File: config.mk
export PLATFORM = sky130hd
export DESIGN_NAME = csu_seg_decoder_ctrl
export DESIGN_NICKNAME = d
export VERILOG_FILES = /design/src/rtl/csu_seg_decoder_ctrl.sv
export SDC_FILE = /design/constraint.sdc
export NUM_CORES = 1
export LEC_CHECK = 0
export CORE_UTILIZATION = 45
export CTS_CLUSTER_DIAMETER = 100
export DETAILED_ROUTE_END_ITERATION = 8
export PLACE_DENSITY = 0.68
export SLEW_MARGIN = 20
export SYNTH_ARGS = -nofsm -noshare
export SYNTH_HDL_FRONTEND = slang
export SYNTH_SLANG_ARGS = --single-unit
File: constraint.sdc
create_clock -name clk -period 4.4 [get_ports clk]
set_clock_uncertainty 0.1 [all_clocks]
set_input_delay 0.44 -clock clk [delete_from_list [all_inputs] [get_ports clk]]
set_output_delay 0.44 -clock clk [all_outputs]
set_load 0.1 [all_outputs]
File: src/rtl/csu_seg_decoder_ctrl.sv
// csu_seg_decoder_ctrl: power sequencing and segmented code decode for the
// current-source-unit array. An 11-bit code is split into a thermometer part
// (optionally rotated by data-weighted averaging) and a binary part, with pdb
// sequencing that keeps currents off for a cycle before the array powers down.
module csu_seg_decoder_ctrl #(
    parameter int N_THERM    = 17,
    parameter int N_BIN      = 6,
    parameter int CODE_W     = 11,
    parameter int SETTLE_CYC = 64
) (
    input  logic              clk,
    input  logic              rst_n,
    input  logic              enable,
    input  logic              code_valid,
    input  logic [CODE_W-1:0] code,
    input  logic              dem_en,
    input  logic              trim_red,
    input  logic [1:0]        atb_sel,
    output logic              pdb,
    output logic [1:0]        atb_ena,
    output logic [N_THERM-1:0] therm_en,
    output logic [N_BIN-1:0]  bin_en,
    output logic              bin0_red_en,
    output logic              ready,
    output logic              code_ack,
    output logic              sat
);

    localparam int M_W = CODE_W - N_BIN;
    localparam int P_W = (N_THERM > 1) ? $clog2(N_THERM) : 1;
    localparam int C_W = $clog2(SETTLE_CYC + 1);
    localparam logic [CODE_W-1:0] FULL = CODE_W'(N_THERM * (2 ** N_BIN) + (2 ** N_BIN) - 1);

    typedef enum logic [1:0] {
        ST_OFF    = 2'd0,
        ST_SETTLE = 2'd1,
        ST_ACTIVE = 2'd2,
        ST_DRAIN  = 2'd3
    } state_t;

    state_t               r_state;
    state_t               w_state_next;
    logic [C_W-1:0]       r_cnt;
    logic [P_W-1:0]       r_ptr;
    logic [N_THERM-1:0]   r_therm;
    logic [N_BIN-1:0]     r_bin;
    logic                 r_red;
    logic                 r_sat;
    logic                 r_ack;
    logic [1:0]           r_atb;

    logic                 w_accept;
    logic                 w_settle_done;
    logic                 w_sat;
    logic [CODE_W-1:0]    w_code_cl;
    logic [M_W-1:0]       w_m;
    logic [N_BIN-1:0]     w_bin;
    logic [N_THERM-1:0]   w_lin;
    logic [2*N_THERM-1:0] w_rot_dbl;
    logic [N_THERM-1:0]   w_rot;
    logic [N_THERM-1:0]   w_therm_next;
    logic [P_W:0]         w_ptr_sum;
    logic [P_W:0]         w_ptr_wrap;

    assign w_accept      = code_valid && enable && (r_state == ST_ACTIVE);
    assign w_settle_done = (r_cnt == C_W'(SETTLE_CYC - 1));

    // Clamp the incoming code and split it into unary count and binary remainder
    assign w_sat     = (code > FULL);
    assign w_code_cl = w_sat ? FULL : code;
    assign w_m       = w_code_cl[CODE_W-1:N_BIN];
    assign w_bin     = w_code_cl[N_BIN-1:0];

    // Linear thermometer: the lowest m units on
    always_comb begin
        w_lin = '0;
        for (int i = 0; i < N_THERM; i++) begin
            w_lin[i] = (i < int'(w_m));
        end
    end

    // Rotate the linear pattern so it starts at the DWA pointer; bits shifted
    // past the top wrap back to unit 0.
    assign w_rot_dbl    = {{N_THERM{1'b0}}, w_lin} << r_ptr;
    assign w_rot        = w_rot_dbl[N_THERM-1:0] | w_rot_dbl[2*N_THERM-1:N_THERM];
    assign w_therm_next = dem_en ? w_rot : w_lin;

    // Next pointer is (p + m) mod N_THERM; p < N_THERM and m <= N_THERM so one subtract suffices
    assign w_ptr_sum  = (P_W+1)'(r_ptr) + (P_W+1)'(w_m);
    assign w_ptr_wrap = (w_ptr_sum >= (P_W+1)'(N_THERM)) ? (w_ptr_sum - (P_W+1)'(N_THERM)) : w_ptr_sum;

    // State register
    always_ff @(posedge clk or negedge rst_n) begin
        if (!rst_n) begin
            r_state <= ST_OFF;
        end else begin
            r_state <= w_state_next;
        end
    end

    // Next-state logic: power-up settles, power-down passes through a one-cycle drain
    always_comb begin
        w_state_next = r_state;
        case (r_state)
            ST_OFF: begin
                if (enable) w_state_next = ST_SETTLE;
            end
            ST_SETTLE: begin
                if (!enable)            w_state_next = ST_OFF;
                else if (w_settle_done) w_state_next = ST_ACTIVE;
            end
            ST_ACTIVE: begin
                if (!enable) w_state_next = ST_DRAIN;
            end
            ST_DRAIN: begin
                w_state_next = ST_OFF;
            end
            default: w_state_next = ST_OFF;
        endcase
    end

    // Outputs decoded from state: analog bias on in every state except OFF
    always_comb begin
        pdb   = 1'b0;
        ready = 1'b0;
        case (r_state)
            ST_OFF:    pdb = 1'b0;
            ST_SETTLE: pdb = 1'b1;
            ST_ACTIVE: begin
                pdb   = 1'b1;
                ready = 1'b1;
            end
            ST_DRAIN:  pdb = 1'b1;
            default:   pdb = 1'b0;
        endcase
    end

    // Settling counter runs only while in SETTLE
    always_ff @(posedge clk or negedge rst_n) begin
        if (!rst_n) begin
            r_cnt <= '0;
        end else if (r_state == ST_SETTLE) begin
            r_cnt <= r_cnt + C_W'(1);
        end else begin
            r_cnt <= '0;
        end
    end

    // Unit enables: load on accept, cleared on any exit from ACTIVE so currents stop before pdb falls
    always_ff @(posedge clk or negedge rst_n) begin
        if (!rst_n) begin
            r_therm <= '0;
            r_bin   <= '0;
            r_red   <= 1'b0;
        end else if (w_accept) begin
            r_therm <= w_therm_next;
            r_bin   <= w_bin;
            r_red   <= trim_red;
        end else if (w_state_next != ST_ACTIVE) begin
            r_therm <= '0;
            r_bin   <= '0;
            r_red   <= 1'b0;
        end
    end

    // Saturation flag and DWA pointer persist through a session and clear on the way back to OFF
    always_ff @(posedge clk or negedge rst_n) begin
        if (!rst_n) begin
            r_sat <= 1'b0;
            r_ptr <= '0;
        end else if (w_accept) begin
            r_sat <= w_sat;
            if (dem_en) r_ptr <= P_W'(w_ptr_wrap);
        end else if (r_state == ST_DRAIN) begin
            r_sat <= 1'b0;
            r_ptr <= '0;
        end
    end

    // Acknowledge pulse and registered testbus enable, the latter live only while staying in ACTIVE
    always_ff @(posedge clk or negedge rst_n) begin
        if (!rst_n) begin
            r_ack <= 1'b0;
            r_atb <= 2'b00;
        end else begin
            r_ack <= w_accept;
            r_atb <= ((r_state == ST_ACTIVE) && (w_state_next == ST_ACTIVE)) ? atb_sel : 2'b00;
        end
    end

    assign therm_en    = r_therm;
    assign bin_en      = r_bin;
    assign bin0_red_en = r_red;
    assign sat         = r_sat;
    assign code_ack    = r_ack;
    assign atb_ena     = r_atb;

endmodule

; ---- Word level (Yosys, flattened, before mapping)
; Cells that the tools add are included.
[totals]
wordCells = 71
ff_bits = 42
in_bits = 19
output_inout_bits = 30
[op_classes]
n_mux = 23
add_sub_neg = 3
n_eq_ne = 7
reduce_logical = 8
order_cmp = 19
shift = 1
bitwise = 1
[op_table]
columns = operator, count
row1 = $mux 17, 3
row2 = $lt 4x5->1 const A, 8
row3 = $shl 17x5->34, 1
row4 = $lt 3x5->1 const A, 4
row5 = $mux 5, 4
row6 = $or 17x17->17, 1
row7 = $mux 6, 2
row8 = $gt 11x11->1 const B, 1
row9 = $mux 11, 1
row10 = $lt 1x5->1 const A, 2
row11 = $lt 2x5->1 const A, 2
row12 = $mux 2, 5
row13 = $pmux 2 s4, 1
row14 = $add 7x1->7 const B, 1
row15 = $eq 7x6->1 const B, 1
row16 = $mux 7, 1
row17 = $add 5x5->6, 1
row18 = $eq 2x2->1 const B, 3
row19 = $ge 6x5->1 const B, 1
row20 = $lt 5x5->1 const A, 1
row21 = $mux 1, 5
row22 = $sub 5x5->5 const B, 1
row23 = $ne 2x2->1 const B, 2
row24 = $reduce_bool 2->1, 2
row25 = other kinds (6), 8

; ---- Logic depth before layout (Yosys ltp)
; Gate-level depths: netlist of the first run.
[logic_depth]
ltp_word = 7
ltp_mapped = 12

; ---- Least setup slack after synthesis of the first run
; No wires, ideal clock.
[synth_path]
kind = input port to flip-flop
start = in code[8]
end = reg r_ptr[1]
t_required_ns = 4.199
setup_time_ns = 0.101
slack_ns = 1.040
cell_stages = 12
arrival_ns = 3.160
path_cell_list = clkbuf_1 > nor2_1 > a21oi_1 > or2_2 > ha_1 > fa_1 > xor2_1 > xnor2_1 > nand2_1 > or4_4 > and2_4 > o311ai_2
[synth_via]
elab_chain_len = 7
elab_cells_between_ends = 8
cone_classes = 2 x add/sub / 2 x order compare / 4 x mux
[synth_rtl]
columns = element, line
row1 = "start, declared", 15  ; input logic [CODE_W-1:0] code,
row2 = $gt 11x11->1, 69  ; assign w_sat = (code > FULL);
row3 = $mux 11 *, 70  ; assign w_code_cl = w_sat ? FULL : code;
row4 = $add 5x5->6 *, 89  ; assign w_ptr_sum = (P_W+1)'(r_ptr) + (P_W+1)'(w_m);
row5 = $sub 5x5->5 / $ge 6x5->1 (equally long branches), 90  ; assign w_ptr_wrap = (w_ptr_sum >= (P_W+1)'(N_THERM)) ? (w_ptr_sum - (P_W+1)'(N_THERM)) : w_ptr_sum;
row6 = $mux 5 *, 90
row7 = $mux 5 *, 173  ; if (dem_en) r_ptr <= P_W'(w_ptr_wrap);
row8 = $mux 5 *, 171  ; end else if (w_accept) begin
row9 = "end signal, assigned", 173
row10 = "end, declared", 44  ; logic [P_W-1:0] r_ptr;
; Every way passes the cells marked *; elsewhere a longest branch is shown, timed or not. The select of a mux whose other input is x is not followed.
; A chain may end at the register's enable or synchronous reset.

; ---- Final worst setup path of the first run
[layout_path]
start = in code[7]
end = reg r_ptr[1]
; The elaborated chain is that of the path after synthesis.

==> results.toml, run 1 <==
[grt]
overflow = 0
grt_pass1_wl_um = 18380
antenna_found_initial = 0
grtUsageTotal = 0.2776
grt_max_degree = 43
grt_pass1_vias = 3551

[floorplanning]
num_io_pins = 49
core_region_area_sq_um = 7408
die_area_sq_um = 8150
die_w_um = 90.28
num_rows = 31
start_util = 0.4734
die_y_um = 90.28

[logic_synthesis]
yosysSeqAreaShare = 0.2997
synth_flop_cell = "dfrtp_1"
synthDistinctLibCells = 65
synthTopCellsByArea = "dfrtp_1 (30%), nand2_1 (6.8%), o21ai_0 (6.4%)"
yosysMostFrequentCell = "nand2_1"
synthTopCellsByCount = "nand2_1 (64), o21ai_0 (45), dfrtp_1 (42), nor2_1 (36), clkbuf_1 (33)"
syn-instance-count = 470
async_reset_ff_frac = 1.000
mappedNetlistArea_sq_um = 3507
synth_warnings = 0
synth_edf_count = 0
yosysTopAreaCell = "dfrtp_1"
synth_seq_cells = 42
syn_area_per_cell_sq_um = 7.462
post-synth-top-area-fraction = 0.2997
syn_nets = 497

[clock_network]
clock_sinks = 42
cts_buffers = 5
post_cts_buffers = 0
clock-root-buffer = "clkbuf_8"
cts_hold_repair.buffers = 0
path_clk_slew_ps = 80
cts_resized = 0
cts_tree = "yes"
insertion_delay_ps = 300
clockBufferDepth = 2
htreeDepth = 2

[route]
drc = 0
drtIter0Drc = 531
wl_met2_um = 5101
vias = 3865
avgViaCountPerCell = 6.485
ant_nets = 0
wl_met3_um = 841
drt-pass1-iter-count = 7
wl_um = 11170
maxUsedRoutingLayer = "met4"
avgRoutedWirePerCell_um = 18.74
met1Wirelength_um = 5025

[final_layout]
drive_gt1_frac = 0.08451
area_delta_synth_final_pct = 18.16
final_nets = 523
antenna_cells = 0

[placed_design]
dpl.hpwl_um = 7918
io_buffers = 48
gp_congestion = 0.9922

[critical_path]
end_kind = "flip-flop"
r2r_end = "r_ptr[1]"
crit_path_max_fanout = 8
crit_path_start = "code[7]"
r2r-start = "r_ptr[0]"
crit_path_end = "r_ptr[1]"
arrival_ps = 3660
r2r_cells = 8
worst-setup-path-type = "in2reg"
worst_setup_path_start_kind = "input pin"
worstPathRequired_ps = 4500
r2r_slack_ps = 1270

[outcome]
status = "completed"

[timing]
setup_viol = 0
period_minus_slack_ps = 3560
max-slew-margin-rel = 0.3345
period_share = 0.8090
max_freq_mhz = 280.9
drv_slew = 0
setup_tns_ps = 0
rsz0062_at_grt = "no"
worst_slew_pin_slew_ps = 995.1
finalHoldViolCount = 0

[hold_path]
hp-class = "in2async"

[job]
cap_violations = 0

[pwr]
p_per_area_nw_per_um2 = 230.3
p_leak_nw = 1.692
finalPower_uw = 954.5
ir_drop_uv = 110.0
where the power goes:
group | internal, mW | switching [mW]
Sequential | 0.391 | 0.0137
Clock | 0.170 | 0.143
Combinational | 0.0818 | 0.154
Total | 0.643 | 0.311
routing by layer:
metal | up-vias | GRT usage
met5 | - | 0
met4 | 0 | 0.07661
met3 | 23 | 0.03030
met2 | 204 | 0.4408
met1 | 1834 | 0.4000
li1 | 1804 | -
cell usage in the layout, fill, tap and decap left out, types with 4 or more instances in the layout:
| cell type | count |
|---|---|
| o31ai_1 | 6 |
| o211ai_1 | 14 |
| a31o_2 | 6 |
| clkdlybuf4s50_1 | 47 |
| a211oi_1 | 6 |
| a31oi_1 | 12 |
| nand3_1 | 22 |
| or3_1 | 4 |
| o21bai_1 | 4 |
| ha_1 | 7 |
| inv_1 | 11 |
| a21o_1 | 4 |
| a21oi_1 | 29 |
| and3_1 | 5 |
| o22ai_1 | 7 |
| nor2_1 | 36 |
| o21ai_0 | 45 |
| nor3_1 | 12 |
| o221ai_1 | 5 |
| dfrtp_1 | 42 |
| o21a_1 | 4 |
| and2_1 | 6 |
| nand2_1 | 64 |
| buf_4 | 14 |
| xnor2_1 | 5 |
| nand4_1 | 10 |
| clkbuf_8 | 5 |
cells by family after synthesis:
logic type,share of synthesized area
buf+inv,0.06636
simple gates,0.2415
compound gates,0.3239
flops,0.2997
fa+ha+maj,0.03675
xor+xnor,0.01998
mux,0.01177
layout make-up:
type | instances | area [sq um]
fillers | 706 | 3264
multi-input cells | 371 | 2223
clock buffers | 5 | 68.82
repair buffers | 62 | 580.6
clock inverters | 3 | 43.79
well taps | 99 | 123.9
flip-flops and latches | 42 | 1051
inverters | 14 | 52.55
worst max-delay path: stages:
cell,delay [ps]
clkdlybuf4s50_1,420
nor2_1,160
a21oi_1,90
buf_4,170
or2_2,280
ha_1,210
fa_1,430
xor2_1,170
xnor2_1,320
nand2_1,140
or4_4,460
and2_4,160
o311ai_2,210
worst min path at each step:
stage,end,slack [ps],depth (start not counted)
2_1_floorplan,atb_ena[0],40,0
3_3_place_gp,bin_en[1],350,2
3_5_place_dp,bin_en[1],360,2
4_1_cts,atb_ena[0],200,1
5_1_grt,atb_ena[0],260,1
6_report,atb_ena[0],170,1
flip-flops by register name, indices dropped and copies added, names as in the netlist:
| signal | flops |
|---|---|
| atb_ena | 2 |
| r_ptr | 5 |
| r_cnt | 7 |
| therm_en | 17 |
| sat | 1 |
| r_state | 2 |
| bin_en | 6 |
| bin0_red_en | 1 |
| code_ack | 1 |
per-stage QoR:
step	instance area, sq um	setup slack (ps)	util	std cells	hold slack, ps
final	4144	840.4	0.5594	596	167.7
after global routing	4144	597.4	0.5594	596	258.0
after CTS	4144	822.3	0.5594	596	199.3
after detailed placement	4031	513.6	0.5442	588	357.5
after global placement	4031	642.9	0.5442	588	348.0
after floorplan	3507	1040	-	470	44.41
(Power assumes the default switching activity.)
==> run 2: changes to the inputs <==
--- a/config.mk
+++ b/config.mk
@@ -8,7 +8,7 @@
 export CORE_UTILIZATION = 45
 export CTS_CLUSTER_DIAMETER = 100
 export DETAILED_ROUTE_END_ITERATION = 8
-export PLACE_DENSITY = 0.68
+export PLACE_DENSITY = 0.7
 export SLEW_MARGIN = 20
 export SYNTH_ARGS = -nofsm -noshare
 export SYNTH_HDL_FRONTEND = slang
==> constraint.sdc (replaced) <==
create_clock -name clk -period 3.1 [get_ports clk]
set_clock_uncertainty 0.1 [all_clocks]
set_input_delay 0.31 -clock clk [delete_from_list [all_inputs] [get_ports clk]]
set_output_delay 0.31 -clock clk [all_outputs]
set_load 0.1 [all_outputs]
==> run 2 against run 1 <==
Critical path depth down 1. Register-to-register slack got worse by 780 ps. Clock-buffer cell count unchanged. Combinational power increased by 66%. Via count increased by 2.4%. Global-route usage is 1.0 points higher. Sequential power rose by 40%. Total power up 47%. Clock power increased by 43%. Design area up 4.6%. Hold slack got worse by 130 ps. Sequential share of layout area decreased by 1.1 points. Critical path type unchanged. Largest cell class unchanged. Largest power group unchanged.
==> results.toml, run 2 (same netlist as run 1, synthesis figures left out) <==
[final_layout]
antenna_cells = 0
fillCellCount = 692
layout_common_cells = "nand2_1 (64), buf_4 (62), o21ai_0 (45), dfrtp_1 (42), nor2_1 (35)"
final_nets = 549
largest_reg_flops = 17
final_common_cell = "nand2_1"
final_core_util = 0.5849
drive_gt1_frac = 0.1874
area_delta_synth_final_pct = 23.55

[grt]
grt_max_degree = 43
grtUsageTotal = 0.2877
overflow = 0
grt_util_met1 = 0.4074
antenna_found_initial = 0
grt_pass1_vias = 3599
gr-usage-met3 = 0.05640
grt_pass1_wl_um = 18800
grt_util_met2 = 0.4358
grt.busiest_layer = "met2"

[route]
avgRoutedWirePerCell_um = 18.63
drtIter0Drc = 455
wl_um = 11590
avgViaCountPerCell = 6.363
drt-pass1-iter-count = 5
drc = 0
ant_nets = 0
vias = 3958

[pwr]
p_per_area_nw_per_um2 = 324.0
ir_drop_uv = 161.0
p_leak_nw = 1.894

[clock_network]
clock-root-buffer = "clkbuf_8"
clockBufferDepth = 2
cts_hold_repair.buffers = 0
cts_buffers = 5
cts_tree = "yes"
htreeDepth = 2
clock_sinks = 42
path_clk_slew_ps = 90
insertion_delay_ps = 300

[floorplanning]
start_util = 0.4734
die_w_um = 90.28
num_io_pins = 49
die_area_sq_um = 8150
num_rows = 31
die_y_um = 90.28
core_region_area_sq_um = 7408

[job]
cap_violations = 0

[critical_path]
worstPathRequired_ps = 3200
worst-setup-path-type = "in2reg"
arrival_ps = 3090
worst_setup_path_start_kind = "input pin"
end_kind = "flip-flop"
crit_path_max_fanout = 4

[timing]
max_freq_mhz = 334.2
period_share = 0.9651
setup_viol = 0
drv_slew = 0
period_minus_slack_ps = 2992
max-slew-margin-rel = 0.3529
worst_slew_pin_slew_ps = 967.6
setup_tns_ps = 0
finalHoldViolCount = 0
rsz0062_at_grt = "no"

[placed_design]
gp_congestion = 1.006
io_buffers = 48
dpl.hpwl_um = 8355

[outcome]
status = "completed"

[hold_path]
hp-class = "in2async"
-- run 2: cell count changes in the layout (fill, tap and decap cells not counted), moves of 2 or more --
cell	delta
buf_4	+48
clkdlybuf4s50_1	-25
dlymetal6s2s_1	+3
ha_1	-2
ha_4	+2
-- run 2: cell type report --
type	count	area, sq um	share of cell area
Clock buffer	5	68.82	0.01588
Multi-Input combinational cell	371	2263	0.5224
Tap cell	99	123.9	0.02859
Clock inverter	3	43.79	0.01011
Sequential cell	42	1051	0.2426
Timing Repair Buffer	88	728.2	0.1681
Inverter	14	53.80	0.01242
-- run 2: worst paths after layout --
path	to	cells after the start	start	slack, ps
worst max-delay path	r_ptr[1]	12	code[10]	110
worst min-delay path	r_cnt[5]	1	rst_n	40
worst max register to register	therm_en[0]	7	r_ptr[1]	490
worst min register to register	bin_en[5]	2	bin_en[5]	370
max in group asynchronous	bin0_red_en	1	rst_n	2270
min in group clk	bin_en[5]	2	bin_en[5]	370
-- run 2: metal layers --
| metal | up-vias | part of all wire |
|---|---|---|
| li1 | 1841 | - |
| met4 | 0 | 0.020 |
| met5 | - | 0 |
| met3 | 22 | 0.099 |
| met2 | 225 | 0.45 |
| met1 | 1870 | 0.43 |
-- run 2: report_power, final --
part	internal, mW	switching [mW]	total [mW]	leakage [nW]
registers	0.556	0.00982	0.565	0.581
logic	0.147	0.244	0.391	1.25
clock network	0.242	0.206	0.448	0.0585
-- run 2: through the flow --
| stage | cells | worst slack (ps) | power (mW) | hold slack [ps] | area [sq um] |
|---|---|---|---|---|---|
| after floorplan | 470 | -7.651 | 0.8046 | -85.59 | 3526 |
| after global placement | 613 | -214.3 | 0.9429 | 350.5 | 4174 |
| after detailed placement | 613 | -299.0 | 0.9474 | 354.5 | 4174 |
| after CTS | 621 | 21.97 | 1.393 | 82.77 | 4287 |
| after global routing | 622 | 14.50 | 1.468 | 136.9 | 4333 |
| final | 622 | 108.1 | 1.404 | 37.52 | 4333 |
-- run 2: what timing repair did --
item	4_1_cts	5_1_grt
setup endpoints to repair	0	5
buffers inserted	0	1
gates resized for setup	0	9
-- run 2: worst max-delay path, cell delays in order --
cell and delay, ps:
clkdlybuf4s50_1 420, clkinv_1 70, a21oi_2 40, or2_2 300, ha_4 180, fa_2 390
xor2_1 160, xnor2_1 190, nand2_1 100, or4_4 560, and2_4 160, o311ai_2 190
==> run 3: changes to the inputs <==
--- a/config.mk
+++ b/config.mk
@@ -5,6 +5,7 @@
 export SDC_FILE = /design/constraint.sdc
 export NUM_CORES = 1
 export LEC_CHECK = 0
+export ABC_CLOCK_PERIOD_IN_PS = 3100
 export CORE_UTILIZATION = 45
 export CTS_CLUSTER_DIAMETER = 100
 export DETAILED_ROUTE_END_ITERATION = 8
==> results of run 3 <==
No change in the layout: final DEF, timing and power equal those of run 2.
